`src/rtl/tube_tdc_pkg.sv`:
```
// Shared constants and FSM encoding for the tube TDC array.
package tube_tdc_pkg;

    localparam int unsigned DEF_NUM_TUBES = 4;
    localparam int unsigned DEF_CNT_W     = 8;
    localparam int unsigned DEF_WIN_MAX   = 255;

    typedef enum logic [1:0] {
        IDLE  = 2'd0,
        ARMED = 2'd1,
        DONE  = 2'd2
    } tdc_state_e;

    // Readout select width; a single-channel array still gets a 1-bit select.
    function automatic int unsigned sel_width(input int unsigned n);
        return (n > 1) ? $clog2(n) : 1;
    endfunction

endpackage

```
`src/rtl/tube_tdc_array_if.sv`:
```
// Event readout bus: channel select, stamp/mask data and the valid/ack handshake.
interface tube_tdc_array_if
    import tube_tdc_pkg::*;
#(
    parameter int unsigned NUM_TUBES = DEF_NUM_TUBES,
    parameter int unsigned CNT_W     = DEF_CNT_W
);
    localparam int unsigned SEL_W = sel_width(NUM_TUBES);

    logic [SEL_W-1:0]     RD_SEL;
    logic [CNT_W-1:0]     RD_TIME;
    logic [NUM_TUBES-1:0] HIT_MASK;
    logic                 EVT_VALID;
    logic                 EVT_ACK;
    logic                 BUSY;

    // Readout host side.
    modport master (
        output RD_SEL,
        output EVT_ACK,
        input  RD_TIME,
        input  HIT_MASK,
        input  EVT_VALID,
        input  BUSY
    );

    // TDC side.
    modport slave (
        input  RD_SEL,
        input  EVT_ACK,
        output RD_TIME,
        output HIT_MASK,
        output EVT_VALID,
        output BUSY
    );

endinterface

```
`src/rtl/tube_tdc_channel.sv`:
```
// One tube channel: input edge sample, first-hit latch and stored time stamp.
module tube_tdc_channel
    import tube_tdc_pkg::*;
#(
    parameter int unsigned CNT_W = DEF_CNT_W
) (
    input  logic             CLK,
    input  logic             RST,
    input  logic             clear,
    input  logic             armed,
    input  logic             tube_in,
    input  logic [CNT_W-1:0] count,
    output logic             hit,
    output logic [CNT_W-1:0] stamp
);

    logic             sample_q;
    logic             hit_q;
    logic [CNT_W-1:0] stamp_q;
    logic             rise;

    // A level already high on window entry has sample_q=1, so it cannot fire until it re-rises.
    assign rise = tube_in & ~sample_q;

    // Previous-cycle sample of the discriminator, running in every state.
    always_ff @(posedge CLK or posedge RST) begin
        if (RST) begin
            sample_q <= 1'b0;
        end else begin
            sample_q <= tube_in;
        end
    end

    // Latch the counter on the first rising edge of the window; later edges are ignored.
    always_ff @(posedge CLK or posedge RST) begin
        if (RST) begin
            hit_q   <= 1'b0;
            stamp_q <= '0;
        end else if (clear) begin
            hit_q   <= 1'b0;
            stamp_q <= '0;
        end else if (armed && rise && !hit_q) begin
            hit_q   <= 1'b1;
            stamp_q <= count;
        end
    end

    assign hit   = hit_q;
    assign stamp = stamp_q;

endmodule

```
`src/rtl/tube_tdc_array.sv`:
```
// Multi-channel tube TDC: a scintillator coincidence opens a capture window of
// WIN_MAX+1 cycles; each tube keeps the counter value of its first rising edge.
// Optional feature: define TUBE_TDC_HITCNT_EN to add the HIT_CNT popcount output.
module tube_tdc_array
    import tube_tdc_pkg::*;
#(
    parameter int unsigned NUM_TUBES = DEF_NUM_TUBES,
    parameter int unsigned CNT_W     = DEF_CNT_W,
    parameter int unsigned WIN_MAX   = DEF_WIN_MAX
) (
    input  logic                 CLK,
    input  logic                 RST,
    input  logic                 SCIN_COINC,
    input  logic [NUM_TUBES-1:0] TUBE_IN,
    tube_tdc_array_if.slave      rd
`ifdef TUBE_TDC_HITCNT_EN
    ,
    output logic [$clog2(NUM_TUBES+1)-1:0] HIT_CNT
`endif
);

    localparam int unsigned SEL_W = sel_width(NUM_TUBES);

    tdc_state_e           state_q, state_d;
    logic [CNT_W-1:0]     cnt_q, cnt_d;
    logic                 clear;
    logic                 armed;
    logic [NUM_TUBES-1:0] hit;
    logic [CNT_W-1:0]     stamp [NUM_TUBES];
    logic [CNT_W-1:0]     rd_time;

    // State and window counter registers.
    always_ff @(posedge CLK or posedge RST) begin
        if (RST) begin
            state_q <= IDLE;
            cnt_q   <= '0;
        end else begin
            state_q <= state_d;
            cnt_q   <= cnt_d;
        end
    end

    // Next state: arm on coincidence, count through the window, hold results until ack.
    always_comb begin
        state_d = state_q;
        cnt_d   = cnt_q;
        clear   = 1'b0;
        unique case (state_q)
            IDLE: begin
                if (SCIN_COINC) begin
                    clear   = 1'b1;
                    cnt_d   = '0;
                    state_d = ARMED;
                end
            end
            ARMED: begin
                // Last window cycle still captures; the counter stops instead of wrapping.
                if (cnt_q == CNT_W'(WIN_MAX)) begin
                    state_d = DONE;
                end else begin
                    cnt_d = cnt_q + CNT_W'(1);
                end
            end
            DONE: begin
                // Coincidences here are dropped, even alongside the ack.
                if (rd.EVT_ACK) begin
                    state_d = IDLE;
                end
            end
            default: begin
                state_d = IDLE;
            end
        endcase
    end

    assign armed = (state_q == ARMED);

    for (genvar i = 0; i < NUM_TUBES; i++) begin : g_chan
        tube_tdc_channel #(
            .CNT_W (CNT_W)
        ) u_chan (
            .CLK     (CLK),
            .RST     (RST),
            .clear   (clear),
            .armed   (armed),
            .tube_in (TUBE_IN[i]),
            .count   (cnt_q),
            .hit     (hit[i]),
            .stamp   (stamp[i])
        );
    end

    // Readout mux; unhit channels and out-of-range selects read as zero.
    always_comb begin
        rd_time = '0;
        for (int i = 0; i < NUM_TUBES; i++) begin
            if (rd.RD_SEL == SEL_W'(i) && hit[i]) begin
                rd_time = stamp[i];
            end
        end
    end

    assign rd.RD_TIME   = rd_time;
    assign rd.HIT_MASK  = hit;
    assign rd.EVT_VALID = (state_q == DONE);
    assign rd.BUSY      = (state_q != IDLE);

`ifdef TUBE_TDC_HITCNT_EN
    // Popcount of the hit mask; follows the mask, so it clears with it.
    always_comb begin
        HIT_CNT = '0;
        for (int i = 0; i < NUM_TUBES; i++) begin
            HIT_CNT = HIT_CNT + ($clog2(NUM_TUBES+1))'(hit[i]);
        end
    end
`endif

endmodule

```
`src/flat_wrapper.sv`:
```
// flat-port wrapper written by rule: the top's interface ports become plain ports
module tube_tdc_array_flat import tube_tdc_pkg::*;
#(
    parameter int unsigned NUM_TUBES = DEF_NUM_TUBES,
    parameter int unsigned CNT_W     = DEF_CNT_W,
    parameter int unsigned WIN_MAX   = DEF_WIN_MAX
)
  (CLK, RST, SCIN_COINC, TUBE_IN, rd_RD_SEL, rd_EVT_ACK, rd_RD_TIME, rd_HIT_MASK, rd_EVT_VALID, rd_BUSY);
  tube_tdc_array_if #(.NUM_TUBES(NUM_TUBES), .CNT_W(CNT_W)) rd_i ();
  input  logic CLK;
  input  logic RST;
  input  logic SCIN_COINC;
  input  logic [NUM_TUBES-1:0] TUBE_IN;
  input wire logic [$bits(rd_i.RD_SEL)-1:0] rd_RD_SEL;
  input wire logic [$bits(rd_i.EVT_ACK)-1:0] rd_EVT_ACK;
  output wire logic [$bits(rd_i.RD_TIME)-1:0] rd_RD_TIME;
  output wire logic [$bits(rd_i.HIT_MASK)-1:0] rd_HIT_MASK;
  output wire logic [$bits(rd_i.EVT_VALID)-1:0] rd_EVT_VALID;
  output wire logic [$bits(rd_i.BUSY)-1:0] rd_BUSY;
  assign rd_i.RD_SEL = rd_RD_SEL;
  assign rd_i.EVT_ACK = rd_EVT_ACK;
  assign rd_RD_TIME = rd_i.RD_TIME;
  assign rd_HIT_MASK = rd_i.HIT_MASK;
  assign rd_EVT_VALID = rd_i.EVT_VALID;
  assign rd_BUSY = rd_i.BUSY;
  tube_tdc_array #(.NUM_TUBES(NUM_TUBES), .CNT_W(CNT_W), .WIN_MAX(WIN_MAX)) u_core (.CLK(CLK), .RST(RST), .SCIN_COINC(SCIN_COINC), .TUBE_IN(TUBE_IN), .rd(rd_i));
endmodule
```
`config.mk`:
```
export PLATFORM = sky130hd
export DESIGN_NAME = tube_tdc_array_flat
export DESIGN_NICKNAME = d
export VERILOG_FILES = /design/src/rtl/tube_tdc_pkg.sv /design/src/rtl/tube_tdc_array_if.sv /design/src/rtl/tube_tdc_channel.sv /design/src/rtl/tube_tdc_array.sv /design/src/flat_wrapper.sv
export SDC_FILE = /design/constraint.sdc
export NUM_CORES = 1
export LEC_CHECK = 0
export CELL_PAD_IN_SITES_DETAIL_PLACEMENT = 1
export CELL_PAD_IN_SITES_GLOBAL_PLACEMENT = 2
export CORE_UTILIZATION = 25
export DETAILED_ROUTE_END_ITERATION = 8
export PLACE_DENSITY = 0.64
export SYNTH_ARGS = -nofsm -noshare
export SYNTH_HDL_FRONTEND = slang
export SYNTH_HIERARCHICAL = 1
export SYNTH_SLANG_ARGS = --single-unit
```
`constraint.sdc`:
```
create_clock -name CLK -period 2.7 [get_ports CLK]
set_input_delay 0.405 -clock CLK [delete_from_list [all_inputs] [get_ports CLK]]
set_output_delay 0.405 -clock CLK [all_outputs]
set_load 0.01 [all_outputs]
```
==> run_results.csv, run 1 <==
group,metric,value,unit
timing,finalCritPeriodShare,0.9354,
pwr,power.leakage,1.317,nW
route,viasPerCell,4.734,
cells_and_area,antenna_cells,0,
timing,rsz0062_at_grt,"no",
floorplan,dieHeight,105.7,µm
route,drcViolationCount,0,
timing,relSlewSlack,0.6098,
cts,cts_setup_buffers,0,
cells_and_area,design_area,3133,µm²
timing,maxSlewViolCount,0,
global_routing,grt_pass1_wl,11650,µm
route,vias,1941,
cts,clk_pin_slew,0.09,ns
critical_path,start_kind,"input port",
flow_run,drv_cap,0,
cells_and_area,nFillCells,1191,
synth,syn_avg_cell_area,10.70,µm²
synth,synth_area_leaders,"dfrtp_1 (47%), nand2b_1 (15%), mux2i_1 (12%), a32oi_1 (2.6%), a22oi_1 (2.2%)",
cts,cts_made_buffers,5,
critical_path,critical_path_class,"input port to output pin",
global_routing,grt_pass1_vias,2070,
timing,fmax,396.0,MHz
synth,synth-seq-cells,50,
synth,syn_area,2686,µm²
synth,synth_warnings,6,
synth,syn_inst,251,
cells_and_area,drive_gt1_frac,0.08029,
synth,yosys.area.top_type,"dfrtp_1",
synth,synth-async-reset-ratio,1.000,
synth,synth_edf_count,0,
global_routing,grt_overflow,0,
pwr,powerDensity,837.8,nW/µm²
timing,min_period,2.525,ns
critical_path,cp_max_fo,4,
global_routing,grt_max_degree,70,
floorplan,core_region_area,10370,µm²
floorplan,row_count,37,
cts,clkLatencyLatePin,0.30,ns
floorplan,die_width,105.7,µm
cells_and_area,syn2layout_area_growth,16.63,%
cts,clock_tree.root_cell,"clkbuf_8",
global_routing,grt_util_all_layers,0.1369,
synth,synth.net_count,262,
place,port_buffers,23,
floorplan,die-area,11160,µm²
timing,hold_viol,0,
critical_path,cp.arrival,2.12,ns
synth,ys_types,42,
route,finalWirelength,7015,µm
timing,fin_skew,0.004786,ns
cts,htreeDepth,2,
synth,synthTopCellsByCount,"nand2b_1 (65), dfrtp_1 (50), mux2i_1 (33), inv_1 (13), o21ai_0 (9)",
critical_path,endpoint_kind,"output pin",
synth,netlist.area_leader.share,0.4658,
cells_and_area,nNetsFinal,285,
synth,synth_top_flop_cell,"dfrtp_1",
route,firstDrtPassIters,4,
synth,synth_most_common_cell,"nand2b_1",
place,place_hpwl,4778,µm
cts,cts_tree,"done",
place,place.gp.congestion,0.6887,
outcome,status,"finished clean",
cts,clk_path_buf_depth,2,
timing,fin_tns_setup,0,ns
global_routing,antenna_found_initial,0,
timing,setup_viol,0,
cts,cts.sinks,50,
route,ant_nets,0,
place,dpl-instance-area,3053,µm²
route,avgRoutedWirePerCell,17.11,µm
route,drt_iter0_drc,65,
critical_path,required,2.30,ns
pwr,ir_drop,0.0002700,V
timing,worst_pin_slew,0.5853,ns
worst_hold_path,hold_path.class,"flop to flop",
floorplan,initial_core_util,0.2590,
floorplan,ios,24,
synth,yosysSeqAreaShare,0.4658,
## flip-flops by register name (all words and copies together), names as in the netlist
name                           flops
u_core/cnt_q                       8
u_core/g_chan.u_chan/hit           4
u_core/g_chan.u_chan/sample_q      4
u_core/g_chan.u_chan/stamp        32
u_core/state_q                     2
## what timing repair did
action,CTS,global route
hold buffers,0,0
gates resized for setup,0,2
setup endpoints to repair,0,2
## per-stage QoR
step | hold slack, ns | cells | total power, mW | utilization | setup WS (ns)
2_1_floorplan | 0.2452 | 251 | 1.856 | - | 0.5187
3_3_place_gp | 0.5005 | 403 | 2.194 | 0.2944 | 0.07326
3_5_place_dp | 0.5288 | 403 | 2.234 | 0.2944 | 0.05250
4_1_cts | 0.5436 | 410 | 2.677 | 0.3020 | 0.05163
5_1_grt | 0.5706 | 410 | 2.858 | 0.3021 | 0.03211
6_report | 0.5382 | 410 | 2.625 | 0.3021 | 0.1745
## cell families (layout without fill, tap and decap cells)
group                      Yosys count  in the layout  synth area share
and+or+nand+nor                     94             94            0.2296
DFF                                 50             50            0.4658
AOI/OAI and AO/OA                   43             43            0.1169
muxes                               33             33            0.1230
buffers and inverters               28             51           0.05356
xor gates and xnor gates             2              2          0.006522
adders and majority gates            1              1          0.004657
## cell type report
cell class	count	area [µm²]	area share
Clock buffer	5	68.82	0.02196
Clock inverter	2	10.01	0.003195
Inverter	14	52.55	0.01677
Multi-Input combinational cell	173	1297	0.4141
Sequential cell	50	1251	0.3994
Tap cell	136	170.2	0.05431
Timing Repair Buffer	30	282.8	0.09026
## layout by cell type (no fill, tap or decap), drive strengths merged, types with 5 or more instances in the layout
| cell | instances |
|---|---|
| nand2b | 65 |
| dfrtp | 50 |
| mux2i | 33 |
| clkdlybuf4s50 | 23 |
| inv | 13 |
| o21ai | 9 |
| a32oi | 8 |
| a22oi | 8 |
| buf | 7 |
| a21oi | 6 |
| clkbuf | 5 |
| nand3b | 5 |
## power by group
group,switching [mW],internal (mW),total [mW]
Combinational,0.415,0.475,0.890
Sequential,0.306,1.01,1.31
Clock,0.248,0.175,0.423
## per-layer routing
metal | GRT usage | up-vias | share of wire
met4 | 0.03274 | 0 | 0.0073
met2 | 0.2260 | 24 | 0.47
met3 | 0.02659 | 5 | 0.026
met1 | 0.1838 | 995 | 0.49
met5 | 0 | - | 0
li1 | - | 917 | -
## worst max-delay path, cell delays in order
cell and delay [ns]:
clkdlybuf4s50_1 0.57, and3_1 0.21, buf_4 0.14, a22oi_1 0.08, o21ai_1 0.14, clkdlybuf4s50_1 0.57
## path summary, 6_finish.rpt
| kind | from | to | slack (ns) | cells after the start |
|---|---|---|---|---|
| hold / removal | u_core/g_chan[0].u_chan/sample_q | u_core/g_chan[0].u_chan/hit | 0.54 | 2 |
| setup / recovery | rd_RD_SEL[0] | rd_RD_TIME[5] | 0.17 | 6 |
| min in group asynchronous | RST | u_core/g_chan[0].u_chan/stamp[4] | 0.57 | 2 |
| setup reg to reg | u_core/state_q[0] | u_core/g_chan[1].u_chan/stamp[0] | 0.64 | 4 |
| hold reg to reg | u_core/g_chan[0].u_chan/sample_q | u_core/g_chan[0].u_chan/hit | 0.54 | 2 |
| max in group asynchronous | RST | u_core/g_chan[3].u_chan/stamp[4] | 1.81 | 2 |
Power figures use the tool's default switching activity.
==> run 2: changes to the inputs <==
--- a/config.mk
+++ b/config.mk
@@ -9,7 +9,7 @@
 export CELL_PAD_IN_SITES_GLOBAL_PLACEMENT = 2
 export CORE_UTILIZATION = 25
 export DETAILED_ROUTE_END_ITERATION = 8
-export PLACE_DENSITY = 0.64
+export PLACE_DENSITY = 0.63
 export SYNTH_ARGS = -nofsm -noshare
 export SYNTH_HDL_FRONTEND = slang
 export SYNTH_HIERARCHICAL = 1
==> run 2 against run 1 <==
  * Setup slack got worse by 0.049 ns
  * Via count fell by 0.21%
  * Global-route usage rose by 0.089 points
  * Maximum frequency fell by 1.9%
  * First-iteration DRC count fell by 23%
  * Largest cell class unchanged
  * Combinational power rose by 4.2%
  * Flip-flop and latch count did not move
  * Critical endpoint is now rd_RD_TIME[2]
  * Clock skew fell by 0.0018 ns
  * Count of clock-buffer cells in the layout rose by 2
==> run_results.csv, run 2 (synthesis results as in run 1) <==
group,metric,value,unit
outcome,status,"finished clean",
timing,fmax,388.4,MHz
cts,cts.sinks,50,
timing,finalCritPeriodShare,0.9536,
floorplan,initial_core_util,0.2590,
cells_and_area,final_cell_mix,"nand2b_1 (65), dfrtp_1 (50), mux2i_1 (33)",
critical_path,required,2.30,ns
worst_hold_path,worstHoldPathCells,2,
cells_and_area,final_common_cell,"nand2b_1",
timing,hold_viol,0,
critical_path,crit_path_cell_trace,"clkdlybuf4s50_1 > nor2b_1 > buf_4 > a32oi_1 > o21ai_0 > clkdlybuf4s50_1",
critical_path,max_stage_delay,0.57,ns
cts,cts_setup_buffers,0,
pwr,powerDensity,857.2,nW/µm²
cells_and_area,nNetsFinal,287,
cells_and_area,regArea,1251,µm²
route,drt_iter0_drc,50,
critical_path,crit_buf_inv,3,
floorplan,die_width,105.7,µm
critical_path,critical_path_class,"input port to output pin",
timing,rsz0062_at_grt,"no",
route,firstDrtPassIters,4,
place,pre_cts_ws,0.08213,ns
global_routing,grt_util_all_layers,0.1378,
floorplan,row_count,37,
route,viasPerCell,4.690,
global_routing,grt_overflow,0,
global_routing,grt_max_degree,70,
flow_run,drv_cap,0,
route,ant_nets,0,
place,port_buffers,23,
cts,cts_made_buffers,5,
timing,fin_tns_setup,0,ns
floorplan,dieHeight,105.7,µm
critical_path,worst-path-stages,6,
global_routing,grt_pass1_vias,2064,
critical_path,cp.arrival,2.17,ns
timing,worst_pin_slew,0.5824,ns
pwr,power.internal,1.700,mW
pwr,power.leakage,1.331,nW
floorplan,die-area,11160,µm²
route,avgRoutedWirePerCell,17.38,µm
timing,relSlewSlack,0.6117,
pwr,ir_drop,0.0002805,V
cells_and_area,nFillCells,1194,
critical_path,start_kind,"input port",
place,place.gp.congestion,0.7417,
pwr,netSwitchingPower,1.009,mW
timing,maxSlewViolCount,0,
cells_and_area,drive_gt1_frac,0.08664,
critical_path,cp_max_fo,5,
cells_and_area,multi_input_comb_area,1297,µm²
route,drcViolationCount,0,
timing,fin_skew,0.003016,ns
place,place_hpwl,4934,µm
cts,clk_pin_slew,0.09,ns
critical_path,endpoint_kind,"output pin",
pwr,seq_power_share,0.487,
pwr,clkPwrFrac,0.171,
cts,postCtsHoldBufs,0,
global_routing,antenna_found_initial,0,
worst_hold_path,hold_path.class,"flop to flop",
cells_and_area,syn2layout_area_growth,17.65,%
cells_and_area,largest_reg_flops,32,
floorplan,core_region_area,10370,µm²
floorplan,ios,24,
critical_path,cp_top_family,"buffers and inverters",
critical_path,crit_slowest_cell,"clkdlybuf4s50_1",
critical_path,r2r_cells,4,
global_routing,grt_pass1_wl,11530,µm
cts,htreeDepth,2,
route,vias,1937,
cts,cts_tree,"done",
pwr,swShare,0.3725,
timing,setup_ws,0.1252,ns
critical_path,crit_top_cell,"clkdlybuf4s50_1",
route,finalWirelength,7178,µm
pwr,pwr-share-comb,0.342,
timing,min_period,2.575,ns
timing,setup_viol,0,
cts,clkLatencyLatePin,0.31,ns
cells_and_area,antenna_cells,0,
cts,clk_path_buf_depth,2,
cts,clock_tree.root_cell,"clkbuf_8",
## run 2: cell types whose count changed in the layout (fill, tap and decap cells not counted), sizes merged
cell and change:
buf +2, clkbuf +2, clkinv -1
## run 2: stage by stage
| step | util | instances | area, µm² | power, mW | hold slack [ns] |
|---|---|---|---|---|---|
| detailed placement | 0.2958 | 405 | 3068 | 2.277 | 0.5219 |
| global placement | 0.2958 | 405 | 3068 | 2.252 | 0.5071 |
| CTS | 0.3047 | 413 | 3159 | 2.757 | 0.5356 |
| finish | 0.3048 | 413 | 3161 | 2.709 | 0.5268 |
| global route | 0.3048 | 413 | 3161 | 2.921 | 0.5690 |
| floorplan | - | 251 | 2686 | 1.856 | 0.2452 |
## run 2: final timing paths
path,start,endpoint,slack [ns]
worst max register to register,u_core/state_q[0],u_core/g_chan[3].u_chan/stamp[6],0.68
worst min register to register,u_core/g_chan[2].u_chan/sample_q,u_core/g_chan[2].u_chan/hit,0.53
worst max-delay path,rd_RD_SEL[0],rd_RD_TIME[2],0.13
min in group asynchronous,RST,u_core/cnt_q[3],0.55
max in group asynchronous,RST,u_core/g_chan[1].u_chan/stamp[4],1.81
worst min-delay path,u_core/g_chan[2].u_chan/sample_q,u_core/g_chan[2].u_chan/hit,0.53
## run 2: worst reg2reg max path, stage by stage, from the launching register on
cell,delay (ns)
dfrtp_1,0.45
or2b_2,0.37
clkinv_1,0.23
and4bb_1,0.62
mux2i_1,0.27
## run 2: what timing repair did
item | CTS | global route
setup endpoints to repair | 0 | 2
hold endpoints to repair | 0 | 0
gates resized for setup | 0 | 2
## run 2: layer usage
metal / share of wire / track usage / up-vias
met5: 0 / 0 / -
met4: 0.011 / 0.04464 / 0
met2: 0.46 / 0.2082 / 25
li1: - / - / 930
met3: 0.027 / 0.02412 / 5
met1: 0.50 / 0.1978 / 977
## run 2: power by group through the flow
stage	sequential [mW]	clock (mW)	combinational, mW
6_report	1.32	0.463	0.927
5_1_grt	1.36	0.518	1.04
4_1_cts	1.32	0.489	0.943
3_5_place_dp	1.34	0	0.937
3_3_place_gp	1.35	0	0.900
2_1_floorplan	1.20	0	0.659
## run 2: final cells by class
type	count	share of cell area
clock inverters	1	0.001584
well taps	136	0.05384
clock buffers	7	0.02732
multi-input cells	173	0.4105
inverters	14	0.01663
flip-flops and latches	50	0.3959
repair buffers	32	0.09422
==> run 3: changes to the inputs <==
--- a/config.mk
+++ b/config.mk
@@ -7,6 +7,7 @@
 export LEC_CHECK = 0
 export CELL_PAD_IN_SITES_DETAIL_PLACEMENT = 1
 export CELL_PAD_IN_SITES_GLOBAL_PLACEMENT = 2
+export CORE_MARGIN = 10
 export CORE_UTILIZATION = 25
 export DETAILED_ROUTE_END_ITERATION = 8
 export PLACE_DENSITY = 0.63
==> run 3 against run 2 <==
  * Power grew 4.2%
  * Wire length grew 6.8%
  * Highest routed layer unchanged
  * Critical path depth is the same
  * Cell area grew 0.12%
  * First-iteration DRC count grew 150%
  * Sequential share of layout area is essentially flat
  * Clock power grew 18%
  * Non-clock buffer count shrank 2
==> run_results.csv, run 3 (synthesis results as in run 1) <==
group,metric,value,unit
outcome,status,"finished clean",
cts,clk_pin_slew,0.09,ns
route,viasPerCell,4.769,
route,finalWirelength,7664,µm
cts,clkLatencyLatePin,0.31,ns
cts,cts.sinks,50,
critical_path,cp.arrival,2.14,ns
timing,worst_pin_slew,0.5383,ns
critical_path,cp_top_family,"buffers and inverters",
route,avgRoutedWirePerCell,18.65,µm
pwr,netSwitchingPower,1.057,mW
place,dp.cells,403,
place,place_hpwl,5323,µm
cells_and_area,final_cells,411,
timing,fin_skew,0.009504,ns
pwr,powerDensity,891.8,nW/µm²
pwr,power.leakage,1.324,nW
cts,clock_tree.root_cell,"clkbuf_8",
floorplan,core_region_area,10420,µm²
critical_path,max_stage_delay,0.60,ns
floorplan,row_count,37,
flow_run,drv_cap,0,
pwr,ir_drop,0.0003498,V
floorplan,ios,24,
timing,setup_ws,0.1509,ns
timing,hold_viol,0,
global_routing,grt_pass1_wl,12150,µm
pwr,swShare,0.3745,
pwr,clkPwrFrac,0.193,
cts,clk_path_buf_depth,2,
worst_hold_path,hold_path.class,"flop to flop",
floorplan,dieHeight,123.7,µm
floorplan,initial_core_util,0.2579,
critical_path,critical_path_class,"input port to output pin",
pwr,p_total,2.822,mW
place,pre_cts_ws,0.08055,ns
timing,rsz0062_at_grt,"no",
critical_path,cp_max_fo,8,
cells_and_area,largest_reg_flops,32,
timing,fin_tns_setup,0,ns
floorplan,die-area,15290,µm²
route,ant_nets,0,
floorplan,die_width,123.7,µm
timing,holdWs,0.5341,ns
critical_path,rrSetupSlack,0.71,ns
cts,postCtsHoldBufs,0,
timing,relSlewSlack,0.6412,
global_routing,antenna_found_initial,0,
cells_and_area,final_cell_mix,"nand2b_1 (65), dfrtp_1 (50), mux2i_1 (33)",
route,vias,1960,
global_routing,grt_pass1_vias,2083,
cells_and_area,nNetsFinal,285,
critical_path,crit_path_cell_trace,"clkdlybuf4s50_1 > nor2b_1 > buf_4 > a32oi_1 > o21ai_0 > clkdlybuf4s50_1",
global_routing,grt_util_all_layers,0.1035,
global_routing,grt_overflow,0,
cts,cts_made_buffers,5,
pwr,pwr-share-comb,0.331,
timing,maxSlewViolCount,0,
cts,cts_tree,"done",
timing,setup_viol,0,
timing,fmax,392.3,MHz
pwr,power.internal,1.765,mW
timing,min_period,2.549,ns
critical_path,crit_buf_inv,3,
critical_path,crit_slowest_cell,"clkdlybuf4s50_1",
global_routing,grt_max_degree,70,
cells_and_area,syn2layout_area_growth,17.79,%
critical_path,required,2.30,ns
place,port_buffers,23,
timing,finalCritPeriodShare,0.9441,
critical_path,crit_top_cell,"clkdlybuf4s50_1",
cells_and_area,antenna_cells,0,
cells_and_area,final_common_cell,"nand2b_1",
place,place.gp.congestion,0.8186,
route,firstDrtPassIters,4,
cells_and_area,drive_gt1_frac,0.08000,
critical_path,endpoint_kind,"output pin",
route,drcViolationCount,0,
cts,htreeDepth,2,
route,drt_iter0_drc,123,
critical_path,start_kind,"input port",
pwr,seq_power_share,0.476,
[run 3: path summary, 6_finish.rpt]
path,start,end,cells past startpoint
min in group asynchronous,RST,u_core/g_chan[0].u_chan/stamp[0],2
max in group asynchronous,RST,u_core/g_chan[3].u_chan/stamp[1],2
max,rd_RD_SEL[0],rd_RD_TIME[2],6
min reg2reg,u_core/g_chan[0].u_chan/sample_q,u_core/g_chan[0].u_chan/hit,2
max reg2reg,u_core/state_q[0],u_core/g_chan[1].u_chan/stamp[1],4
min,u_core/g_chan[0].u_chan/sample_q,u_core/g_chan[0].u_chan/hit,2
[run 3: layout make-up]
cell class	instances	area [µm²]
clock inverter	2	37.54
tap	136	170.2
timing repair buffer	30	282.8
inverter	14	52.55
fill	1191	7252
sequential	50	1251
multi-input combinational	173	1297
clock buffer	6	72.57
[run 3: routing by layer]
layer | vias to the layer above | part of all wire | global-route usage
met5 | - | 0 | 0
li1 | 923 | - | -
met3 | 8 | 0.049 | 0.02534
met2 | 33 | 0.43 | 0.1517
met4 | 0 | 0.010 | 0.02402
met1 | 996 | 0.51 | 0.1489
[run 3: tightest hold or removal path: cells and delay by family (launching register included)]
kind,cells,cell delay [ns]
and+or+nand+nor,1,0.10
AOI/OAI and AO/OA,1,0.06
DFF,1,0.34
[run 3: through the flow]
stage / instance area, µm² / util
final: 3164 / 0.3038
after detailed placement: 3053 / 0.2931
after global routing: 3164 / 0.3038
after global placement: 3053 / 0.2931
after CTS: 3163 / 0.3037
after floorplan: 2686 / -
[run 3: what timing repair did]
action                                  in CTS  in global routing
resized for setup                            0                  1
endpoints found under the setup margin       0                  1
buffers inserted                             0                  0
[run 3: power by group through the flow]
stage          clock [mW]  combinational [mW]  sequential (mW)
6_report            0.545               0.933             1.34
5_1_grt             0.597                1.06             1.38
4_1_cts             0.570               0.948             1.34
3_5_place_dp            0               0.944             1.36
3_3_place_gp            0               0.906             1.36
2_1_floorplan           0               0.659             1.20
